===== config.mk =====
export PLATFORM = sky130hd
export DESIGN_NAME = fport_tlm_scheduler
export DESIGN_NICKNAME = d
export VERILOG_FILES = /design/src/rtl/fport_tlm_scheduler.sv
export SDC_FILE = /design/constraint.sdc
export NUM_CORES = 1
export LEC_CHECK = 0
export ABC_AREA = 1
export CORE_MARGIN = 2
export CORE_UTILIZATION = 35
export CTS_BUF_LIST = sky130_fd_sc_hd__clkbuf_8
export DETAILED_ROUTE_END_ITERATION = 16
export GPL_TIMING_DRIVEN = 0
export PLACE_DENSITY_LB_ADDON = 0.1
export SYNTH_ARGS = -nofsm -noshare
export SYNTH_HDL_FRONTEND = slang
export SYNTH_SLANG_ARGS = --single-unit

===== constraint.sdc =====
create_clock -name clock -period 15.7 [get_ports clock]
set_input_delay 1.57 -clock clock [delete_from_list [all_inputs] [get_ports clock]]
set_output_delay 1.57 -clock clock [all_outputs]
set_load 0.03 [all_outputs]

===== src/rtl/fport_tlm_scheduler.sv =====
// FPort telemetry scheduler: on an uplink poll, waits a gap, arbitrates requesters and sends one escaped frame.
// Optional FPORT_TLM_ROUND_ROBIN_EN selects round-robin arbitration (default: fixed priority, source 0 highest).
module fport_tlm_scheduler #(
    parameter int unsigned NUM_SRC    = 4,
    parameter int unsigned GAP_CYCLES = 1600
) (
    input  logic                  clock,
    input  logic                  reset_n,
    input  logic                  pollValid,
    input  logic [NUM_SRC-1:0]    req,
    input  logic [NUM_SRC*16-1:0] srcAppId,
    input  logic [NUM_SRC*32-1:0] srcData,
    output logic [NUM_SRC-1:0]    grant,
    output logic [7:0]            txData,
    output logic                  txSend,
    input  logic                  txReady,
    output logic                  busy,
    output logic                  frameSent,
    output logic                  pollDropped
);

    localparam int unsigned IW = (NUM_SRC > 1) ? $clog2(NUM_SRC) : 1;
    localparam int unsigned CW = $clog2(GAP_CYCLES + 1);

    typedef enum logic [2:0] {IDLE, GAP, LOAD, SEND, DONE} state_t;

    state_t        state, state_nx;
    logic [CW-1:0] gap_cnt;
    logic [3:0]    byte_idx;
    logic          esc_phase;
    logic [15:0]   app_id;
    logic [31:0]   data;
    logic [7:0]    prim;

    logic [IW-1:0] start_idx, win_idx;
    logic          win_found;
    logic [IW:0]   cand;

    logic [71:0]   crc_bytes;
    logic [8:0]    crc_tmp;
    logic [7:0]    crc_sum, crc, raw;
    logic          needs_esc;

`ifdef FPORT_TLM_ROUND_ROBIN_EN
    logic [IW-1:0] rr_ptr;
    assign start_idx = rr_ptr;
`else
    assign start_idx = '0;
`endif

    // First asserted request scanning upward from start_idx, wrapping at NUM_SRC.
    always_comb begin
        win_found = 1'b0;
        win_idx   = '0;
        cand      = '0;
        for (int unsigned i = 0; i < NUM_SRC; i++) begin
            cand = {1'b0, start_idx} + (IW+1)'(i);
            if (cand >= (IW+1)'(NUM_SRC))
                cand = cand - (IW+1)'(NUM_SRC);
            if (!win_found && req[cand[IW-1:0]]) begin
                win_found = 1'b1;
                win_idx   = cand[IW-1:0];
            end
        end
    end

    always_comb begin
        grant = '0;
        if (state == LOAD && win_found)
            grant[win_idx] = 1'b1;
    end

    // End-around-carry checksum over the nine unescaped body bytes.
    always_comb begin
        crc_bytes = {data, app_id, prim, 8'h01, 8'h08};
        crc_sum   = '0;
        crc_tmp   = '0;
        for (int unsigned i = 0; i < 9; i++) begin
            crc_tmp = {1'b0, crc_sum} + {1'b0, crc_bytes[8*i +: 8]};
            crc_sum = crc_tmp[8] ? crc_tmp[7:0] + 8'd1 : crc_tmp[7:0];
        end
        crc = 8'hFF - crc_sum;
    end

    always_comb begin
        case (byte_idx)
            4'd0:    raw = 8'h7E;
            4'd1:    raw = 8'h08;
            4'd2:    raw = 8'h01;
            4'd3:    raw = prim;
            4'd4:    raw = app_id[7:0];
            4'd5:    raw = app_id[15:8];
            4'd6:    raw = data[7:0];
            4'd7:    raw = data[15:8];
            4'd8:    raw = data[23:16];
            4'd9:    raw = data[31:24];
            4'd10:   raw = crc;
            default: raw = 8'h7E;
        endcase
        needs_esc = (byte_idx != 4'd0) && (byte_idx != 4'd11) &&
                    (raw == 8'h7D || raw == 8'h7E);
    end

    always_comb begin
        txData = '0;
        if (state == SEND) begin
            if (esc_phase)
                txData = raw ^ 8'h20;
            else if (needs_esc)
                txData = 8'h7D;
            else
                txData = raw;
        end
    end

    assign txSend      = (state == SEND);
    assign busy        = (state != IDLE);
    assign frameSent   = (state == DONE);
    assign pollDropped = pollValid && (state != IDLE);

    always_comb begin
        state_nx = state;
        case (state)
            IDLE: if (pollValid) state_nx = GAP;
            GAP:  if (gap_cnt == '0) state_nx = LOAD;
            LOAD: state_nx = SEND;
            SEND: if (txReady && byte_idx == 4'd11) state_nx = DONE;
            DONE: state_nx = IDLE;
            default: state_nx = IDLE;
        endcase
    end

    always_ff @(posedge clock or negedge reset_n) begin
        if (!reset_n) begin
            state     <= IDLE;
            gap_cnt   <= '0;
            byte_idx  <= '0;
            esc_phase <= 1'b0;
            app_id    <= '0;
            data      <= '0;
            prim      <= '0;
`ifdef FPORT_TLM_ROUND_ROBIN_EN
            rr_ptr    <= '0;
`endif
        end else begin
            state <= state_nx;
            case (state)
                IDLE: if (pollValid) gap_cnt <= CW'(GAP_CYCLES - 1);
                GAP:  if (gap_cnt != '0) gap_cnt <= gap_cnt - 1'b1;
                LOAD: begin
                    byte_idx  <= '0;
                    esc_phase <= 1'b0;
                    if (win_found) begin
                        app_id <= srcAppId[win_idx*16 +: 16];
                        data   <= srcData[win_idx*32 +: 32];
                        prim   <= 8'h10;
`ifdef FPORT_TLM_ROUND_ROBIN_EN
                        rr_ptr <= (win_idx == IW'(NUM_SRC - 1)) ? '0 : win_idx + 1'b1;
`endif
                    end else begin
                        app_id <= '0;
                        data   <= '0;
                        prim   <= 8'h00;
                    end
                end
                SEND: if (txReady) begin
                    if (needs_esc && !esc_phase) begin
                        esc_phase <= 1'b1;
                    end else begin
                        esc_phase <= 1'b0;
                        byte_idx  <= byte_idx + 1'b1;
                    end
                end
                default: ;
            endcase
        end
    end

endmodule


==> results of run 1 <==
==> layout make-up <==
| class | instances | area share, % |
|---|---|---|
| Clock buffer | 9 | 1.209 |
| Tap cell | 275 | 3.359 |
| Clock inverter | 6 | 0.6473 |
| Timing Repair Buffer | 216 | 21.25 |
| Sequential cell | 68 | 16.61 |
| Inverter | 164 | 6.009 |
| Multi-Input combinational cell | 870 | 49.26 |
| Buffer | 42 | 1.661 |
==> worst paths after layout <==
check / start / to / slack, ns
max: app_id[1] / txData[0] / 2.44
min: gap_cnt[10] / gap_cnt[10] / 0.51
max in group asynchronous: reset_n / data[8] / 14.09
max reg2reg: app_id[1] / byte_idx[0] / 4.97
min reg2reg: gap_cnt[10] / gap_cnt[10] / 0.51
min in group asynchronous: reset_n / data[24] / 1.03
==> registers in the layout, summed over array words and instances, names as in the netlist <==
name       flops
byte_idx       4
gap_cnt       11
prim           1
state          3
esc_phase      1
data          32
app_id        16
==> synthesized netlist by cell type (3+ instances only) <==
library cell and n:
o21ai_0 100, o221ai_1 3, buf_1 3, a211oi_1 3, xor2_1 41, nand4_1 14, nand3_2 3, o22ai_1 37
clkbuf_1 34, dfrtp_1 68, nor2_4 4, o21ai_1 3, a31oi_1 4, inv_1 162, ha_1 55, nand3_1 36
nand2_2 5, nor2_2 5, a21o_1 3, fa_1 5, xnor2_1 22, o211ai_1 3, buf_2 4, a21oi_1 38
nor2_1 207, nor4_1 5, or2_2 3, nor3_1 19, o32a_1 48, nand2_1 189
==> through the flow <==
stage	hold slack (ns)	instance area, µm²	utilization (%)	worst slack, ns	std cells
final	0.5108	10240	48.58	2.436	1650
after global routing	0.5522	10240	48.58	1.362	1650
after CTS	0.5217	10240	48.58	2.469	1650
after detailed placement	0.5004	10050	47.68	2.956	1635
after global placement	0.4893	10030	47.56	2.932	1634
after floorplan	0.4585	7533	-	4.742	1144
==> placed cells by master (no fill, tap or decap), types with 3 or more instances in the layout <==
cell type        count
o211ai_1             3
nor3_1              19
o21ai_0            100
xnor2_1             22
fa_1                 5
nor2_1             207
o21ai_1              3
nor2_2               5
xor2_1              41
nor4_1               5
o221ai_1             3
a21o_1               3
o32a_1              48
clkinv_4             3
clkbuf_1            34
nand2_2              5
a211oi_1             3
nand4_1             14
dfrtp_1             68
nor2_4               4
clkbuf_8             9
clkdlybuf4s50_1    214
nand3_1             36
a21oi_1             38
buf_1                3
inv_1              162
ha_1                55
buf_2                4
a31oi_1              4
or2_2                3
o22ai_1             37
nand3_2              3
nand2_1            189
==> metal layers <==
layer  global-route usage, %  wire (µm)  vias to the layer above
li1                        -          -                     4277
met1                   32.18      12660                     3884
met2                   42.18      13010                      217
met3                   3.879       1372                       40
met4                   6.916        654                        0
met5                       0          0                        -
==> worst reg2reg max path: cells and delay by family, from the launching register on <==
| kind | cells | cell delay (ns) |
|---|---|---|
| xor+xnor | 5 | 0.71 |
| fa+ha+maj | 7 | 2.21 |
| buf+inv | 9 | 0.75 |
| flops | 1 | 0.50 |
| simple gates | 36 | 4.96 |
| compound gates | 7 | 1.59 |
==> cells by family after synthesis <==
logic type | share of synthesized area (%)
AND/OR/NAND/NOR | 27.94
AO/OA/AOI/OAI | 21.26
buffers and inverters | 10.43
flip-flops | 22.59
XOR/XNOR | 7.324
adder cells (fa/ha/maj) | 10.46
==> summary.txt, run 1 <==
Logic synthesis
  • Synth Flop Type: dfrtp_1
  • Synth area leader: dfrtp_1
  • Net count after synthesis: 1404
  • Ys Warns: 0
  • Post-synth ARST share: 100.0%
  • Seq/Total Area, Yosys: 22.59%
  • Mean post-synth cell area: 6.585 µm²
  • Netlist cell types: 46
  • Seq cells post-synth: 68
  • Syn Inst Count: 1144
  • Post-synth EDFFs: 0
  • Synth area leaders: dfrtp_1, nor2_1, nand2_1, ha_1, inv_1
  • Synth Cell Area: 0.007533 mm²
  • Post-synth top area share: 22.59%

Clocking
  • CTS Buffer Depth: 2
  • Setup bufs post-CTS: 0
  • Clk sinks: 68
  • Clock Latency Late Sink: 0.38 ns
  • H-tree levels: 3
  • Cts-stage hold buffer count: 0
  • TritonCTS clock tree: done
  • CTS buffer count: 9
  • Clock-pin slew on the worst setup and hold paths: 0.09 ns
  • # resized after CTS: 0
  • Root Buffer: clkbuf_8

STA
  • Peak Freq: 75.39 MHz
  • Worst slew pin tran: 0.7809 ns
  • Final Hold Viols: 0
  • Setup tns final: 0 ns
  • Clock Skews: 0.01357 ns
  • Slew Limit Headroom: 47.75%
  • Period utilization: 84.49%
  • Final Slew Violations: 0
  • Post-route minimum period: 13.26 ns
  • Unrepaired setup endpoints after global routing: no
  • Final setup vio count: 0

Run
  • Max Cap Viol: 0

Worst setup path
  • CP Buf/Inv Count: 10
  • Worst-path fanout max: 6
  • CP top delay family: simple AND/OR/NAND/NOR gates
  • Crit path launch type: flop
  • Worst path depth: 63
  • R2r worst-path depth: 64
  • Max incr delay on CP: 0.71 ns
  • Crit Path Class: reg2out
  • Critical Path Sink Type: output port
  • WP data required: 14.13 ns
  • Crit-path slowest cell: clkdlybuf4s50_1
  • CP Data Arrival Time: 11.69 ns
  • Most used cell, CP: nand2_1

Global routing
  • Antenna violations before repair: 0
  • Largest net degree at the start of global routing: 58
  • Total GRT Usage: 24.65%
  • Vias in the first global route: 8349
  • GRT overflow: 0
  • Wire length of the first global-routing pass: 43150 µm

Route
  • First DRT Iteration DRCs: 408
  • Total Routed Length: 27690 µm
  • Final ANT Viol Nets: 0
  • Via count: 8418
  • DR pass1 iterations: 5
  • WL/cell: 16.78 µm
  • Via-to-Cell Ratio: 5.102
  • DRC viols: 0

Cells and area
  • Area Overhead vs Synth: 35.99%
  • Reg area: 0.001702 mm²
  • Area occupied by multi-input gates: 0.005046 mm²
  • N_diodes: 0
  • # nets final: 1631
  • Number of filler cells placed in the layout: 2239
  • Layout cells sized above 1: 3.636%

Floorplanning
  • IO Pins: 216
  • Num rows: 53
  • Die W: 150.7 µm
  • Core area: 0.02109 mm²
  • Initial core utilization: 35.72%
  • Die area: 0.02271 mm²
  • Die Ht: 150.7 µm

Min path
  • Hold Crit Depth: 2
  • Hold crit path type: reg2reg

Placed design
  • GP Congestion: 0.9308
  • Buffers added on ports: 215
  • Placed wire-length estimate: 22590 µm

Status
  • Status: finished, final reports clean
Power of run 1 is left out: the tool's default activity adds up to more than one toggle a clock period on the data nets, which glitch-free logic cannot reach.
==> run 2: changes to the inputs <==
- clock period: 15.7 -> 11.25 ns (I/O delays scaled with it)
==> run 2 against run 1 <==
Compared with the run above: largest cell class unchanged; via count rose by 2.3%; wire length is 3.6% higher; die area unchanged; count of clock-buffer cells in the layout stayed put; register-to-register slack worse by 3.1 ns; final cell count increased by 1.7%; worst hold slack improved by 0.00077 ns; global-route usage up 0.21 points; clock skew is 0.0016 ns lower; utilization rose by 3.2 points; design area grew 6.7%; sequential cell count did not move.
==> summary.txt, run 2 (synthesis results as in run 1) <==
Status
  • Status: finished, final reports clean (unchanged)

Route
  • DRC viols: 0 (unchanged)
  • Total Routed Length: 28680 µm (was 27690 µm)
  • WL/cell: 17.09 µm (was 16.78 µm)
  • Final ANT Viol Nets: 0 (unchanged)
  • DR pass1 iterations: 5 (unchanged)
  • First DRT Iteration DRCs: 488 (was 408)
  • Via-to-Cell Ratio: 5.131 (was 5.102)
  • Via count: 8609 (was 8418)

Floorplanning
  • Core area: 0.02109 mm² (unchanged)
  • Die W: 150.7 µm (unchanged)
  • IO Pins: 216 (unchanged)
  • Initial core utilization: 35.72% (unchanged)
  • Num rows: 53 (unchanged)
  • Die area: 0.02271 mm² (unchanged)
  • Die Ht: 150.7 µm (unchanged)

STA
  • Post-route minimum period: 10.84 ns
  • Period utilization: 96.32%
  • Setup tns final: 0 ns (unchanged)
  • Final Slew Violations: 0 (unchanged)
  • Final Hold Viols: 0 (unchanged)
  • Worst slew pin tran: 0.7980 ns (was 0.7809 ns)
  • Peak Freq: 92.29 MHz
  • Slew Limit Headroom: 46.61% (was 47.75%)
  • Unrepaired setup endpoints after global routing: yes (was no)
  • Final setup vio count: 0 (unchanged)
  • Clock Skews: 0.01197 ns (was 0.01357 ns)

Min path
  • Hold crit path type: reg2reg (unchanged)
  • Hold Crit Depth: 2 (unchanged)
  • Hold Path End: gap_cnt[10] (unchanged)
  • Hold_sp: gap_cnt[10] (unchanged)

Cells and area
  • Max reg flops: 32 (unchanged)
  • Most flops, register: data (unchanged)
  • Final instance area: 0.01093 mm² (was 0.01024 mm²)
  • Layout cells sized above 1: 12.12% (was 3.636%)
  • Commonest non-fill, non-tap cells in the layout: clkdlybuf4s50_1, nor2_1, nand2_1 (unchanged)
  • Largest registers: data: 32 flops, app_id: 16 flops, gap_cnt: 11 flops (unchanged)
  • Number of filler cells placed in the layout: 2165 (was 2239)
  • Commonest non-fill, non-tap cell in the layout: clkdlybuf4s50_1 (unchanged)
  • N_diodes: 0 (unchanged)
  • Area Overhead vs Synth: 45.08% (was 35.99%)
  • # nets final: 1659 (was 1631)

Worst setup path
  • Reg2reg setup slack: 1.85 ns (was 4.97 ns)
  • CP Data Arrival Time: 9.71 ns (was 11.69 ns)
  • Terminus of the critical flop-to-flop path: byte_idx[0] (unchanged)
  • WP data required: 10.13 ns (was 14.13 ns)
  • Critical Path Sink Type: output port (unchanged)
  • Crit Path Class: reg2out (unchanged)
  • Crit-path slowest cell: dfrtp_1 (was clkdlybuf4s50_1)
  • R2R Path Start: prim[4] (was app_id[1])
  • R2r worst-path depth: 62 (was 64)
  • Crit path launch type: flop (unchanged)
  • Worst-path fanout max: 6 (unchanged)
  • Max incr delay on CP: 0.42 ns (was 0.71 ns)
  • Most used cell, CP: nand2_1 (unchanged)

Placed design
  • Placed wire-length estimate: 22590 µm (unchanged)
  • Buffers added on ports: 215 (unchanged)
  • Placed Area: 0.01005 mm² (unchanged)
  • GP Congestion: 0.9308 (unchanged)

Global routing
  • Wire length of the first global-routing pass: 43520 µm (was 43150 µm)
  • Vias in the first global route: 8434 (was 8349)
  • GRT overflow: 0 (unchanged)
  • Antenna violations before repair: 0 (unchanged)
  • Total GRT Usage: 24.86% (was 24.65%)
  • Largest net degree at the start of global routing: 58 (unchanged)

Clocking
  • H-tree levels: 3 (unchanged)
  • TritonCTS clock tree: done (unchanged)
  • Clock Latency Late Sink: 0.38 ns (about the same)
  • Root Buffer: clkbuf_8 (unchanged)
  • Clock-pin slew on the worst setup and hold paths: 0.08 ns (was 0.09 ns)
  • CTS buffer count: 9 (unchanged)
  • Clk sinks: 68 (unchanged)
  • CTS Buffer Depth: 2 (unchanged)

Run
  • Max Cap Viol: 0 (unchanged)
[run 2: cell count changes in the layout (fill, tap and decap cells not counted), moves of 8 or more]
cell     previous run  this run
buf_4               1        31
ha_1               55        39
ha_4                0         9
inv_1             162       154
inv_2               2        10
nand2_1           189       168
nand2_2             5        21
nor3_1             19        11
o21ai_0           100        90
[run 2: metal layers]
metal	GRT usage [%]	vias to the layer above	wire length, µm	part of all wire (%)
met2	42.73	224	13630	48
met4	6.916	0	738	2.6
met3	3.879	47	1354	4.7
met1	32.35	4009	12950	45
met5	0	-	0	0
li1	-	4329	-	-
[run 2: worst max-delay path by stage]
stage	start	end	slack, ns	cells after the start
after floorplan	app_id[0]	txData[0]	0.74	62
after global placement	app_id[1]	txData[0]	-1.07	63
after detailed placement	app_id[1]	txData[0]	-1.05	63
after CTS	app_id[1]	txData[0]	0.006	66
after global routing	prim[4]	txData[0]	-0.25	61
final	prim[4]	txData[0]	0.41	61
[run 2: critical path: cells and delay by family (launching register included)]
kind / cells / cell delay, ns
buf+inv: 8 / 0.71
simple gates: 28 / 3.24
compound gates: 11 / 1.73
fa+ha+maj: 8 / 2.32
flops: 1 / 0.42
xor+xnor: 6 / 0.90
[run 2: timing repair]
action                                  4_1_cts  5_1_grt
endpoints found under the setup margin        8        8
hold buffers                                  0        0
pin swaps                                     3       69
resized for setup                            31      113
buffers inserted                              5       24
[run 2: cell type report]
| cell class | count | area [µm²] | area share, % |
|---|---|---|---|
| Clock inverter | 6 | 66.31 | 0.6068 |
| Timing Repair Buffer | 245 | 2390 | 21.87 |
| Inverter | 164 | 615.6 | 5.633 |
| Tap cell | 275 | 344.1 | 3.148 |
| Sequential cell | 68 | 1704 | 15.59 |
| Multi-Input combinational cell | 870 | 5519 | 50.50 |
| Clock buffer | 9 | 123.9 | 1.133 |
| Buffer | 41 | 166.4 | 1.523 |
[run 2: through the flow]
stage / utilization [%] / worst slack (ns) / std cells / hold WS, ns
after floorplan: - / 0.7366 / 1144 / 0.4585
final: 51.83 / 0.4140 / 1678 / 0.5116
after CTS: 48.96 / 0.005587 / 1654 / 0.5217
after global routing: 51.83 / -0.2457 / 1678 / 0.5522
after global placement: 47.56 / -1.073 / 1634 / 0.4893
after detailed placement: 47.68 / -1.049 / 1635 / 0.5004
Power of run 2 is left out for the same reason.
